<file path="src/rtl/program_loader.sv">
// Assembles MSB-first serial bytes into instruction words and writes them out, one WRITE cycle per word.
// The write strobe follows the 4th accepted byte by one cycle; o_rx_ready is low outside RECV, so bytes offered then stay with the sender.
module program_loader #(
    parameter int unsigned           DATA_WIDTH = 32,
    parameter int unsigned           MAX_WORDS  = 64,
    parameter logic [DATA_WIDTH-1:0] HALT_WORD  = 32'hFFFFFFFF
) (
    input  logic                  i_clock,
    input  logic                  i_reset,
    input  logic                  i_start,
    input  logic [7:0]            i_rx_data,
    input  logic                  i_rx_valid,
    output logic                  o_rx_ready,
    output logic [DATA_WIDTH-1:0] o_instruccion,
    output logic [DATA_WIDTH-1:0] o_address,
    output logic                  o_loading,
    output logic                  o_done,
    output logic                  o_overflow,
    output logic [7:0]            o_word_count
);

    typedef enum logic [2:0] {
        S_IDLE,
        S_RECV,
        S_WRITE,
        S_DONE,
        S_ERROR
    } state_t;

    localparam logic [7:0]            MAX_CNT   = 8'(MAX_WORDS);
    localparam logic [DATA_WIDTH-1:0] ADDR_STEP = DATA_WIDTH'(4);

    state_t                state_q, state_d;
    logic [DATA_WIDTH-1:0] asm_q, asm_d;
    logic [1:0]            byte_cnt_q, byte_cnt_d;
    logic [DATA_WIDTH-1:0] addr_q, addr_d;
    logic [DATA_WIDTH-1:0] instr_q, instr_d;
    logic [DATA_WIDTH-1:0] waddr_q, waddr_d;
    logic [7:0]            count_q, count_d;
    logic [DATA_WIDTH-1:0] asm_next;
    logic [7:0]            count_inc;

    assign asm_next  = {asm_q[DATA_WIDTH-9:0], i_rx_data};
    assign count_inc = count_q + 8'd1;

    always_comb begin
        state_d    = state_q;
        asm_d      = asm_q;
        byte_cnt_d = byte_cnt_q;
        addr_d     = addr_q;
        instr_d    = instr_q;
        waddr_d    = waddr_q;
        count_d    = count_q;

        unique case (state_q)
            S_IDLE, S_DONE, S_ERROR: begin
                if (i_start) begin
                    state_d    = S_RECV;
                    asm_d      = '0;
                    byte_cnt_d = '0;
                    addr_d     = '0;
                    count_d    = '0;
                end
            end
            S_RECV: begin
                if (i_rx_valid) begin
                    asm_d      = asm_next;
                    byte_cnt_d = byte_cnt_q + 2'd1;
                    // Capture the word and its address now so they are stable for the whole WRITE cycle.
                    if (byte_cnt_q == 2'd3) begin
                        instr_d = asm_next;
                        waddr_d = addr_q;
                        state_d = S_WRITE;
                    end
                end
            end
            S_WRITE: begin
                count_d = count_inc;
                addr_d  = addr_q + ADDR_STEP;
                // HALT wins over the capacity limit when both hit on the same word.
                if (instr_q == HALT_WORD) begin
                    state_d = S_DONE;
                end else if (count_inc == MAX_CNT) begin
                    state_d = S_ERROR;
                end else begin
                    state_d = S_RECV;
                end
            end
            default: state_d = S_IDLE;
        endcase
    end

    always_ff @(posedge i_clock) begin
        if (!i_reset) begin
            state_q    <= S_IDLE;
            asm_q      <= '0;
            byte_cnt_q <= '0;
            addr_q     <= '0;
            instr_q    <= '0;
            waddr_q    <= '0;
            count_q    <= '0;
        end else begin
            state_q    <= state_d;
            asm_q      <= asm_d;
            byte_cnt_q <= byte_cnt_d;
            addr_q     <= addr_d;
            instr_q    <= instr_d;
            waddr_q    <= waddr_d;
            count_q    <= count_d;
        end
    end

    assign o_rx_ready    = (state_q == S_RECV);
    assign o_loading     = (state_q == S_WRITE);
    assign o_done        = (state_q == S_DONE);
    assign o_overflow    = (state_q == S_ERROR);
    assign o_instruccion = instr_q;
    assign o_address     = waddr_q;
    assign o_word_count  = count_q;

endmodule

</file>
<file path="config.mk">
export PLATFORM = sky130hd
export DESIGN_NAME = program_loader
export DESIGN_NICKNAME = d
export VERILOG_FILES = /design/src/rtl/program_loader.sv
export SDC_FILE = /design/constraint.sdc
export NUM_CORES = 1
export LEC_CHECK = 0
export CAP_MARGIN = 20
export CORE_MARGIN = 2
export CORE_UTILIZATION = 41
export CTS_BUF_LIST = sky130_fd_sc_hd__clkbuf_8 sky130_fd_sc_hd__clkbuf_16
export DETAILED_ROUTE_END_ITERATION = 6
export MAX_ROUTING_LAYER = met4
export SETUP_SLACK_MARGIN = 0.15
export SLEW_MARGIN = 0
export SYNTH_ARGS = -nofsm -noshare
export SYNTH_HDL_FRONTEND = slang
export SYNTH_SLANG_ARGS = --single-unit
</file>
<file path="constraint.sdc">
create_clock -name i_clock -period 5.2 [get_ports i_clock]
set_input_delay 0.52 -clock i_clock [delete_from_list [all_inputs] [get_ports i_clock]]
set_output_delay 0.52 -clock i_clock [all_outputs]
set_load 0.01 [all_outputs]
</file>
==> results of run 1 <==
[path summary, 6_finish.rpt]
kind,startpoint,depth (start not counted),to
worst max-delay path,state_q[1]$_SDFFE_PN0P_,3,o_loading
worst min register to register,o_address[9]$_SDFFE_PN0P_,2,o_address[9]$_SDFFE_PN0P_
worst max register to register,state_q[0]$_SDFFE_PN0P_,5,asm_q[22]$_SDFFE_PN0P_
worst min-delay path,o_address[9]$_SDFFE_PN0P_,2,o_address[9]$_SDFFE_PN0P_
[worst max-delay path, stage by stage, from the launching register on]
cell and delay [ns]:
dfxtp_1 0.44, or3b_4 0.55, inv_1 0.38, clkdlybuf4s50_1 0.62
[stage by stage]
stage | power (W) | hold slack [ns] | cell area [um2]
after floorplan | 0.00106 | 0.437 | 5390
after global placement | 0.00108 | 0.445 | 6300
after detailed placement | 0.00108 | 0.447 | 6300
after CTS | 0.00231 | 0.454 | 6910
after global routing | 0.00236 | 0.478 | 6930
final | 0.00229 | 0.453 | 6930
[cells in the final DEF (no fill, tap or decap), types with 2 or more instances in the layout]
cell type and count:
nor2b_1 3, o2111ai_1 6, nor2_1 18, nand3_2 2, o21ai_0 13, dfxtp_1 129, buf_4 3, and2_0 2
inv_1 8, nor4_4 2, nand4_1 18, clkbuf_16 17, and3b_1 2, nand2b_1 3, conb_1 2, clkinvlp_4 2
a21oi_1 66, clkbuf_8 4, clkinv_2 3, bufinv_16 3, o21a_1 5, clkdlybuf4s50_1 84, nand3b_1 4, a31oi_1 4
a21boi_0 34, nand3_1 28, nand2_1 194, mux2i_1 12, nor3_1 6, ha_1 4, and2_1 11, nor4_1 3
or2_2 2, a311oi_1 2, o41ai_1 6, and3_1 8
[report_power, final]
group          internal [W]  switching, W
Sequential         0.000992    0.00000369
Combinational     0.0000199     0.0000455
Clock              0.000799      0.000426
Total               0.00181      0.000476
[routing by layer]
layer | track usage | up-vias | part of all wire
met3 | 0.0434 | 14 | 0.035
met4 | 0.0670 | 0 | 0.014
met5 | - | - | 0
met2 | 0.335 | 84 | 0.50
li1 | - | 2406 | -
met1 | 0.234 | 2257 | 0.46
[cells by family (layout without fill, tap and decap cells)]
kind of cell               Yosys count  count (layout)  share of synthesized area
muxes                               13              13                     0.0244
buffers and inverters               52             128                     0.0402
adders and majority gates            4               4                    0.00929
and+or+nand+nor                    317             317                      0.276
xor gates and xnor gates             2               2                    0.00325
other                                1               2                   0.000696
DFF                                129             129                      0.479
AOI/OAI and AO/OA                  144             144                      0.167
[state kept, by name, summed over array words and instances, names as in the netlist]
register	count
o_word_count	8
state_q	3
byte_cnt_q	2
o_instruccion	32
asm_q	24
o_address	30
addr_q	30
[layout make-up]
class / count / area [um2] / share of cell area
Tap cell: 172 / 215 / 0.0310
Clock inverter: 11 / 136 / 0.0197
Timing Repair Buffer: 89 / 888 / 0.128
Multi-Input combinational cell: 482 / 2600 / 0.376
Sequential cell: 129 / 2580 / 0.372
Inverter: 7 / 26.3 / 0.00379
Clock buffer: 21 / 480 / 0.0693
==> results_dict.tcl, run 1 <==
set metrics [dict create \
    status "finished, final reports clean" \
    period_needed_ns 2.93 \
    crit_fanout 20 \
    drtAntennaViolNets 0 \
    fin_tns_setup_ns 0 \
    hpwl_mm 8.53 \
    antenna_found_initial 0 \
    hold_viol_final 0 \
    overflow 0 \
    final_util 0.545 \
    dr.pass1.iters 7 \
    yosysMostFrequentCell "nand2_1" \
    antenna_cells 0 \
    rows 41 \
    fin_crit_sh 0.564 \
    ys_seq_elements 129 \
    core_area_mm2 0.0127 \
    fp.dieH_um 119 \
    rsz0062_at_grt "no" \
    cp.required_ns 4.68 \
    grt.total_usage 0.199 \
    synth_edf_count 0 \
    crit_type "reg -> out" \
    postSynthAreaPerCell_um2 8.14 \
    setup_viol 0 \
    final.setup_skew_ns 0.00520 \
    yosysUniqueCellTypes 55 \
    worstSkewPairLatency_ns 0.42 \
    cp_data_arrival_time_ns 2.41 \
    cts_hold_buf 0 \
    async_flop_share 0 \
    cts_setup_buffers 0 \
    cts_sinks 129 \
    drtIter0Drc 223 \
    cts_buffers 17 \
    fin_cells 911 \
    grt_pass1_vias 4577 \
    num-nets-final 742 \
    cts_root_buf "clkbuf_16" \
    synthCells 662 \
    drv_cap 0 \
    drt_wl_total_mm 13.1 \
    fmax_mhz 341 \
    gp_congestion 0.783 \
    grt_first_pass_wirelength_mm 22.1 \
    syn_area_mm2 0.00539 \
    yosys-top-cells-area "dfxtp_1 48%, nand2_1 14%, a21oi_1 6.1%" \
    crit_path_start_kind "flop" \
    drive_gt1_frac 0.0677 \
    synth_top_flop_cell "dfxtp_1" \
    cts_tree "done" \
    synth_top_area_cell "dfxtp_1" \
    dpl.cell_count 878 \
    powerDensity_mw_per_mm2 330 \
    vdd_drop_max_uv 192 \
    leakagePower_nw 2.39 \
    synth_top_area_frac 0.479 \
    synth_common_cells "194 x nand2_1, 129 x dfxtp_1, 66 x a21oi_1" \
    path_clk_slew_ns 0.05 \
    worstMarginPinSlew_ns 0.993 \
    seq_area_frac_synth 0.479 \
    fillerInstances 1267 \
    port_buffers 85 \
    fp.dieArea_mm2 0.0141 \
    wl_per_cell_um 14.3 \
    num_vias 4761 \
    yosysWarnings 0 \
    worst_slack_ns 2.27 \
    cts_resized 0 \
    vias_per_cell 5.23 \
    die_width_um 119 \
    cp-end-kind "output pin" \
    initial_core_util 0.424 \
    drc 0 \
    r2r_slack_ns 2.54 \
    drv_slew 0 \
    hp-class "reg -> reg" \
    htree_levels 4 \
    pre_cts_ws_ns 2.42 \
    slew_headroom 0.337 \
    grt_max_degree 75 \
    io_pins 88 \
    cts_buffer_depth 2 \
    area_growth_pct 28.7 \
]
No activity file was read; power rests on OpenSTA's default activity.
==> run 2: changes to the inputs <==
clock period = 2.95 ns   (was 5.2 ns; I/O delays follow)
==> results_dict.tcl, run 2 (synthesis results as in run 1) <==
set metrics [dict create \
    status "finished, final reports clean" \
    fmax_mhz 425 \
    r2r_slack_ns 0.72 \
    die_width_um 119 \
    rows 41 \
    leakagePower_nw 2.44 \
    final_util 0.552 \
    vias_per_cell 5.25 \
    cts_resized 0 \
    worstMarginPinSlew_ns 0.687 \
    cp-end-kind "output pin" \
    drv_slew 0 \
    cts_tree "done" \
    hold_ws_ns 0.369 \
    grt.total_usage 0.198 \
    crit_type "reg -> out" \
    powerDensity_mw_per_mm2 584 \
    period_needed_ns 2.35 \
    drc 0 \
    rsz0062_at_grt "no" \
    crit_end "o_loading" \
    cts_buffer_depth 2 \
    worstSkewPairLatency_ns 0.41 \
    fin_cells 917 \
    dpl.cell_count 886 \
    num-nets-final 749 \
    drive_gt1_frac 0.0779 \
    drt_wl_total_mm 13.1 \
    htree_levels 4 \
    startpoint "state_q[1]$_SDFFE_PN0P_" \
    finalPower_w 0.00410 \
    hpwl_mm 8.84 \
    final.setup_skew_ns 0.00594 \
    wl_per_cell_um 14.3 \
    cts_sinks 129 \
    cts_hold_buf 0 \
    vdd_drop_max_uv 310 \
    setup_viol 0 \
    crit_path_start_kind "flop" \
    initial_core_util 0.424 \
    cts_root_buf "clkbuf_16" \
    fp.dieArea_mm2 0.0141 \
    path_clk_slew_ns 0.05 \
    drtIter0Drc 217 \
    antenna_cells 0 \
    gp_congestion 0.760 \
    area.sequential_mm2 0.00258 \
    rr_worst_depth 5 \
    grt_pass1_vias 4496 \
    slew_headroom 0.542 \
    largest_register_ffs 32 \
    cp_data_arrival_time_ns 2.06 \
    fin_tns_setup_ns 0 \
    cp.required_ns 2.65 \
    final_common_cell "nand2_1" \
    cts_buffers 17 \
    core_area_mm2 0.0127 \
    grt_first_pass_wirelength_mm 22.1 \
    fp.dieH_um 119 \
    area_growth_pct 30.2 \
    drtAntennaViolNets 0 \
    drv_cap 0 \
    dr.pass1.iters 6 \
    crit_fanout 20 \
    io_pins 88 \
    mostFrequentLayoutCells "194 x nand2_1, 129 x dfxtp_1, 84 x clkdlybuf4s50_1, 66 x a21oi_1, 34 x a21boi_0" \
    fillerInstances 1273 \
    multiInputGateArea_mm2 0.00260 \
    hp-class "in -> reg" \
    grt_max_degree 50 \
    port_buffers 85 \
    cts_setup_buffers 0 \
    reg2reg_from "addr_q[8]$_SDFFE_PN0P_" \
    antenna_found_initial 0 \
    overflow 0 \
    hold_viol_final 0 \
    reg2reg_to "addr_q[23]$_SDFFE_PN0P_" \
    fin_crit_sh 0.798 \
    num_vias 4812 \
]
-- run 2: changes by cell type in the layout (fill, tap and decap cells not counted), sizes merged --
cell	before	now
buf	5	12
bufinv	3	4
clkinv	4	5
clkinvlp	2	1
inv	9	7
-- run 2: worst max-delay path: stages, from the launching register on --
cell             delay [ns]
dfxtp_1                0.43
or3b_4                 0.55
inv_1                  0.13
clkdlybuf4s50_1        0.54
-- run 2: layer usage --
layer	wire (um)	track usage
met1	6010	0.248
met2	6380	0.317
met3	550	0.0483
met4	154	0.0603
met5	0	-
-- run 2: cell type report --
type                    instances  area share
clock buffers                  21      0.0685
clock inverters                10      0.0223
inverters                       7     0.00374
multi-input cells             482       0.371
flip-flops and latches        129       0.368
well taps                     172      0.0307
repair buffers                 96       0.136
-- run 2: stage by stage --
step | cell area [um2] | setup slack (ns)
finish | 7020 | 0.596
global route | 7020 | 0.480
CTS | 7020 | 0.560
detailed placement | 6380 | 0.796
global placement | 6380 | 0.823
floorplan | 5390 | 1.07
-- run 2: worst min-delay path by stage --
stage | start | end | slack [ns] | cells after the start
after floorplan | i_start | state_q[2]$_SDFFE_PN0P_ | 0.38 | 1
after global placement | o_address[13]$_SDFFE_PN0P_ | o_address[13]$_SDFFE_PN0P_ | 0.44 | 2
after detailed placement | o_address[12]$_SDFFE_PN0P_ | o_address[12]$_SDFFE_PN0P_ | 0.45 | 2
after CTS | i_reset | o_instruccion[10]$_SDFFE_PN0P_ | 0.35 | 2
after global routing | i_reset | o_instruccion[20]$_SDFFE_PN0P_ | 0.40 | 2
final | i_reset | o_instruccion[5]$_SDFFE_PN0P_ | 0.37 | 2
-- run 2: power breakdown --
group	total (W)	leakage, nW	internal, W	switching (W)
Combinational	0.000122	1.09	0.0000410	0.0000809
Sequential	0.00176	1.04	0.00175	0.00000694
Clock	0.00222	0.315	0.00149	0.000729
